[config.mk]
export PLATFORM = sky130hd
export DESIGN_NAME = writeback_channel_native
export DESIGN_NICKNAME = d
export VERILOG_FILES = /design/src/rtl/writeback_channel_native_pkg.sv /design/src/rtl/writeback_channel_native.sv
export SDC_FILE = /design/constraint.sdc
export NUM_CORES = 1
export LEC_CHECK = 0
export ABC_CLOCK_PERIOD_IN_PS = 2300
export BUFFER_PORTS_ARGS = -buffer_cell sky130_fd_sc_hd__buf_4
export CORE_ASPECT_RATIO = 1.75
export CORE_MARGIN = 2
export CORE_UTILIZATION = 40
export CTS_BUF_LIST = sky130_fd_sc_hd__clkbuf_4 sky130_fd_sc_hd__clkbuf_8 sky130_fd_sc_hd__clkbuf_16
export DETAILED_ROUTE_END_ITERATION = 8
export GPL_ROUTABILITY_DRIVEN = 0
export MAX_ROUTING_LAYER = met4
export PLACE_DENSITY_LB_ADDON = 0.12
export SLEW_MARGIN = 20
export SYNTH_ARGS = -nofsm -noshare
export SYNTH_HDL_FRONTEND = slang
export SYNTH_SLANG_ARGS = --single-unit
[constraint.sdc]
create_clock -name clk -period 2.3 [get_ports clk]
set_input_delay 0.46 -clock clk [delete_from_list [all_inputs] [get_ports clk]]
set_output_delay 0.46 -clock clk [all_outputs]
set_load 0.01 [all_outputs]
[src/rtl/writeback_channel_native_pkg.sv]
// Shared definitions for the cache back-end write channel: channel state encoding.
package writeback_channel_native_pkg;

   typedef enum logic {
      ST_IDLE  = 1'b0,
      ST_WRITE = 1'b1
   } wb_state_e;

endpackage

[src/rtl/writeback_channel_native.sv]
// Cache back-end write channel: captures one evicted line and bursts it to memory,
// one BE word per native valid/ready handshake.
module writeback_channel_native
   import writeback_channel_native_pkg::*;
#(
   parameter int FE_ADDR_W  = 32,
   parameter int FE_DATA_W  = 32,
   parameter int WORD_OFF_W = 3,
   parameter int BE_ADDR_W  = FE_ADDR_W,
   parameter int BE_DATA_W  = FE_DATA_W,
   parameter int BE_NBYTES  = BE_DATA_W/8,
   parameter int BE_BYTE_W  = $clog2(BE_NBYTES),
   parameter int LINE2MEM_W = WORD_OFF_W-$clog2(BE_DATA_W/FE_DATA_W)
) (
   input  logic                                      clk,
   input  logic                                      reset,
   input  logic                                      write_valid,
   input  logic [FE_ADDR_W-BE_BYTE_W-LINE2MEM_W-1:0] write_addr,
   input  logic [(BE_DATA_W<<LINE2MEM_W)-1:0]        write_wdata,
   output logic                                      write_ready,
   output logic                                      mem_valid,
   output logic [BE_ADDR_W-1:0]                      mem_addr,
   output logic [BE_DATA_W-1:0]                      mem_wdata,
   output logic [BE_NBYTES-1:0]                      mem_wstrb,
   input  logic                                      mem_ready
);

   localparam int LA_W = FE_ADDR_W-BE_BYTE_W-LINE2MEM_W;
   localparam int NW   = 1 << LINE2MEM_W;

   wb_state_e                    state;
   logic [LA_W-1:0]              line_addr;
   logic [NW-1:0][BE_DATA_W-1:0] line_buf;
   logic                         last_word;
   logic [FE_ADDR_W-1:0]         addr_full;

   assign mem_valid   = (state == ST_WRITE);
   assign write_ready = (state == ST_IDLE);
   assign mem_wstrb   = {BE_NBYTES{mem_valid}};

   // The line is buffered at accept so the source is free to reuse write_wdata immediately.
   always_ff @(posedge clk) begin
      if (!reset) begin
         state     <= ST_IDLE;
         line_addr <= '0;
         line_buf  <= '0;
      end else begin
         case (state)
            ST_IDLE:
               if (write_valid) begin
                  line_addr <= write_addr;
                  line_buf  <= write_wdata;
                  state     <= ST_WRITE;
               end
            ST_WRITE:
               if (mem_ready && last_word) state <= ST_IDLE;
            default:
               state <= ST_IDLE;
         endcase
      end
   end

   generate
      if (LINE2MEM_W > 0) begin : g_cnt
         logic [LINE2MEM_W-1:0] word_cnt;

         always_ff @(posedge clk) begin
            if (!reset)
               word_cnt <= '0;
            else if (state == ST_IDLE) begin
               if (write_valid) word_cnt <= '0;
            end else if (mem_ready)
               word_cnt <= word_cnt + 1'b1;
         end

         assign last_word = &word_cnt;
         assign mem_wdata = line_buf[word_cnt];
         assign addr_full = {line_addr, word_cnt, {BE_BYTE_W{1'b0}}};
      end else begin : g_nocnt
         assign last_word = 1'b1;
         assign mem_wdata = line_buf[0];
         assign addr_full = {line_addr, {BE_BYTE_W{1'b0}}};
      end

      if (BE_ADDR_W > FE_ADDR_W) begin : g_addr_ext
         assign mem_addr = {{(BE_ADDR_W-FE_ADDR_W){1'b0}}, addr_full};
      end else begin : g_addr_fit
         assign mem_addr = addr_full[BE_ADDR_W-1:0];
      end
   endgenerate

endmodule

==> results.py <==
metrics = {
    "outcome": {
        "outcome": "complete, but fails checks",
        "failed_checks": "setup timing",
    },
    "cells_and_area": {
        "syn_to_final_growth_pct": 34.4,
        "final_util_pct": 54.7,
        "drive_above_1_share_pct": 31.8,
        "final_cell_area_um2": 16800,
        "fillCellCount": 2857,
        "final_nets": 1958,
    },
    "global_route": {
        "grt_use_total_pct": 23.3,
        "grt_pass1_vias": 10200,
        "grt_start_max_net_pins": 143,
        "grt_overflow_total": 0,
        "grt_pass1_wl_mm": 57.1,
        "antenna_found_initial": 8,
    },
    "detailed_routing": {
        "postRouteAntennaNets": 0,
        "drc": 0,
        "via_count": 10500,
        "dr.pass1.iters": 5,
        "drt-total-wl_mm": 38.3,
        "avgRoutedWirePerCell_um": 18.3,
        "vias_per_cell": 5.03,
        "drtIter0Drc": 954,
    },
    "power": {
        "p_per_area_nw_per_um2": 702,
        "ir_worst_vdd_uv": 573,
        "leakage_nw": 6.88,
    },
    "worst_setup_path": {
        "worstPathMaxFanout": 5,
        "worst_path_max_delay_cell": "mux4_2",
        "reg2regPathDepth": 4,
        "reg2reg_from": "mem_valid$_SDFF_PN0_",
        "r2r-end": "line_buf[68]$_SDFFE_PN0P_",
        "rrSetupSlack_ns": 0.44,
        "arrival_ns": 2.20,
        "path_cells": "buf_12 > buf_6 > mux4_2 > mux2_2 > buf_4",
        "crit_path_start_kind": "register",
        "critical_path.top_delay_family": "multiplexers",
        "cp_slowest_stage_delay_ns": 0.55,
        "worstPathRequired_ns": 1.84,
        "end_kind": "primary output",
        "path_class": "reg2out",
        "crit_buf_inv": 3,
    },
    "hold_path": {
        "holdPathEnd": "line_buf[4]$_SDFFE_PN0P_",
        "hold_start": "write_wdata[4]",
        "whs_path_depth": 3,
        "min_path_type": "in2reg",
    },
    "timing": {
        "maxSlewHeadroom_pct": 58.4,
        "grt_setup_unrepaired": "true",
        "finalCritPeriodShare_pct": 116,
        "tightest_slew_ns": 0.623,
        "fin_worst_skew_ns": 0.0138,
        "slew_violations": 0,
        "hold_violations": 0,
        "setup_viol": 32,
        "postLayoutSetupSlackWorst_ns": -0.361,
        "min_period_ns": 2.66,
        "max_freq_ghz": 0.376,
    },
    "logic_synthesis": {
        "ys_types": 22,
        "synth_largest_area_cell": "dfxtp_1",
        "syn_area_um2": 12500,
        "synth.area.top_cells": "dfxtp_1 46%, nand2_1 17%, a21boi_1 11%",
        "synth.top_cell.area_share_pct": 46.0,
        "syn_inst": 1369,
        "yosysWarnings": 0,
        "postSynthAreaPerCell_um2": 9.13,
        "synth_seq_area_share_pct": 46.0,
        "ys_ff_latch": 287,
    },
    "die": {
        "fp.dieW_um": 138,
        "die_h_um": 238,
        "row_count": 85,
        "dieArea_um2": 32700,
        "core_um2": 30700,
        "io_pins": 357,
        "initial_utilization_pct": 40.7,
    },
    "placement": {
        "portBuffers": 354,
        "dpl_cell_area_um2": 15400,
        "dp.final_hpwl_mm": 26.3,
    },
    "cts": {
        "cts_root_buf": "clkbuf_16",
        "cts.sinks": 287,
        "cts_made_buffers": 29,
        "cts_tree": "done",
        "postCtsHoldBufs": 0,
        "clk_latency_ns": 0.55,
        "max-clock-path-buffers": 3,
        "cts_max_level": 1,
        "path_clk_slew_ns": 0.07,
    },
    "job": {
        "maxCapViolations": 0,
    },
}
[cell type report]
class	count	area (µm²)	share of cell area, %
multi-input combinational	961	6270	37.4
sequential	287	5750	34.3
timing repair buffer	389	3320	19.7
clock buffer	33	774	4.61
tap	391	489	2.91
clock inverter	19	166	0.991
antenna	8	20.0	0.119
inverter	1	3.75	0.0223
[cell families after synthesis]
logic type / synth area share [%]
AOI/OAI and AO/OA: 17.3
buffers and inverters: 4.65
adders and majority gates: 0.200
DFF: 46.0
and+or+nand+nor: 17.3
muxes: 14.6
other: 0.0300
[Yosys cell counts, drive strengths merged]
cell type    n
nand2b       1
ha           2
nor2b        3
conb         1
dfxtp      287
nand2      567
clkbuf      53
a32oi        2
nand3b       1
mux2i        1
o21ai        1
buf         68
mux4        64
a21boi     284
a31oi        1
mux2        32
inv          1
[where the power goes]
group	switching, W	total, W	leakage (nW)	internal, W
sequential	0.000180	0.00543	2.36	0.00525
combinational	0.000726	0.00162	4.05	0.000894
clock	0.00201	0.00474	0.473	0.00273
[sequential cells by signal, indices dropped and copies added (netlist names)]
name            cells
g_cnt.word_cnt      3
line_buf          256
line_addr          27
mem_valid           1
[worst max path at each step]
stage,depth (start not counted),endpoint,startpoint
2_1_floorplan,4,mem_wdata[21],g_cnt.word_cnt[0]$_SDFFE_PN0P_
4_1_cts,4,mem_wdata[16],g_cnt.word_cnt[0]$_SDFFE_PN0P_
6_report,5,mem_wdata[18],g_cnt.word_cnt[0]$_SDFFE_PN0P_
3_3_place_gp,4,mem_wdata[28],g_cnt.word_cnt[0]$_SDFFE_PN0P_
3_5_place_dp,4,mem_wdata[28],g_cnt.word_cnt[0]$_SDFFE_PN0P_
5_1_grt,5,mem_wdata[16],g_cnt.word_cnt[0]$_SDFFE_PN0P_
[per-stage QoR]
stage / worst slack [ns] / instances / power [W] / hold WS, ns / TNS, ns
final: -0.361 / 2089 / 0.0118 / 0.147 / -10.12
after global routing: -0.399 / 2089 / 0.0123 / 0.133 / -11.78
after CTS: -0.432 / 2073 / 0.0119 / 0.124 / -11.80
after detailed placement: 0.165 / 2017 / 0.00708 / 0.446 / 0
after global placement: 0.183 / 2017 / 0.00706 / 0.438 / 0
after floorplan: 0.239 / 1370 / 0.00631 / 0.430 / 0
[timing repair]
action / in CTS / in global routing
setup endpoints to repair: 32 / 32
endpoints found under the hold margin: 0 / 0
cloned: 2 / 4
resized for setup: 42 / 18
setup buffers: 2 / 5
[tightest hold or removal path, cell delays in order]
cell      delay, ns
buf_4          0.11
nand2_1        0.04
a21boi_1       0.04
[cells in the final DEF (no fill, tap or decap), types with 2 or more instances in the layout]
cell type / n
conb_1: 2
nor2b_1: 2
mux2_4: 25
buf_4: 341
buf_16: 4
clkbuf_8: 3
mux4_2: 64
clkinv_2: 10
buf_6: 28
clkinv_1: 5
buf_12: 12
a21boi_1: 184
dfxtp_4: 2
bufinv_16: 3
diode_2: 8
dfxtp_1: 284
nand2_1: 567
a32oi_1: 2
clkbuf_16: 32
ha_1: 2
a21boi_0: 100
mux2_2: 7
[layer usage]
| layer | global-route usage (%) | share of wire [%] |
|---|---|---|
| met1 | 31.5 | 43 |
| met2 | 35.2 | 47 |
| met3 | 3.59 | 6.7 |
| met4 | 8.90 | 2.8 |
| met5 | - | 0 |
Power figures use the tool's default switching activity.
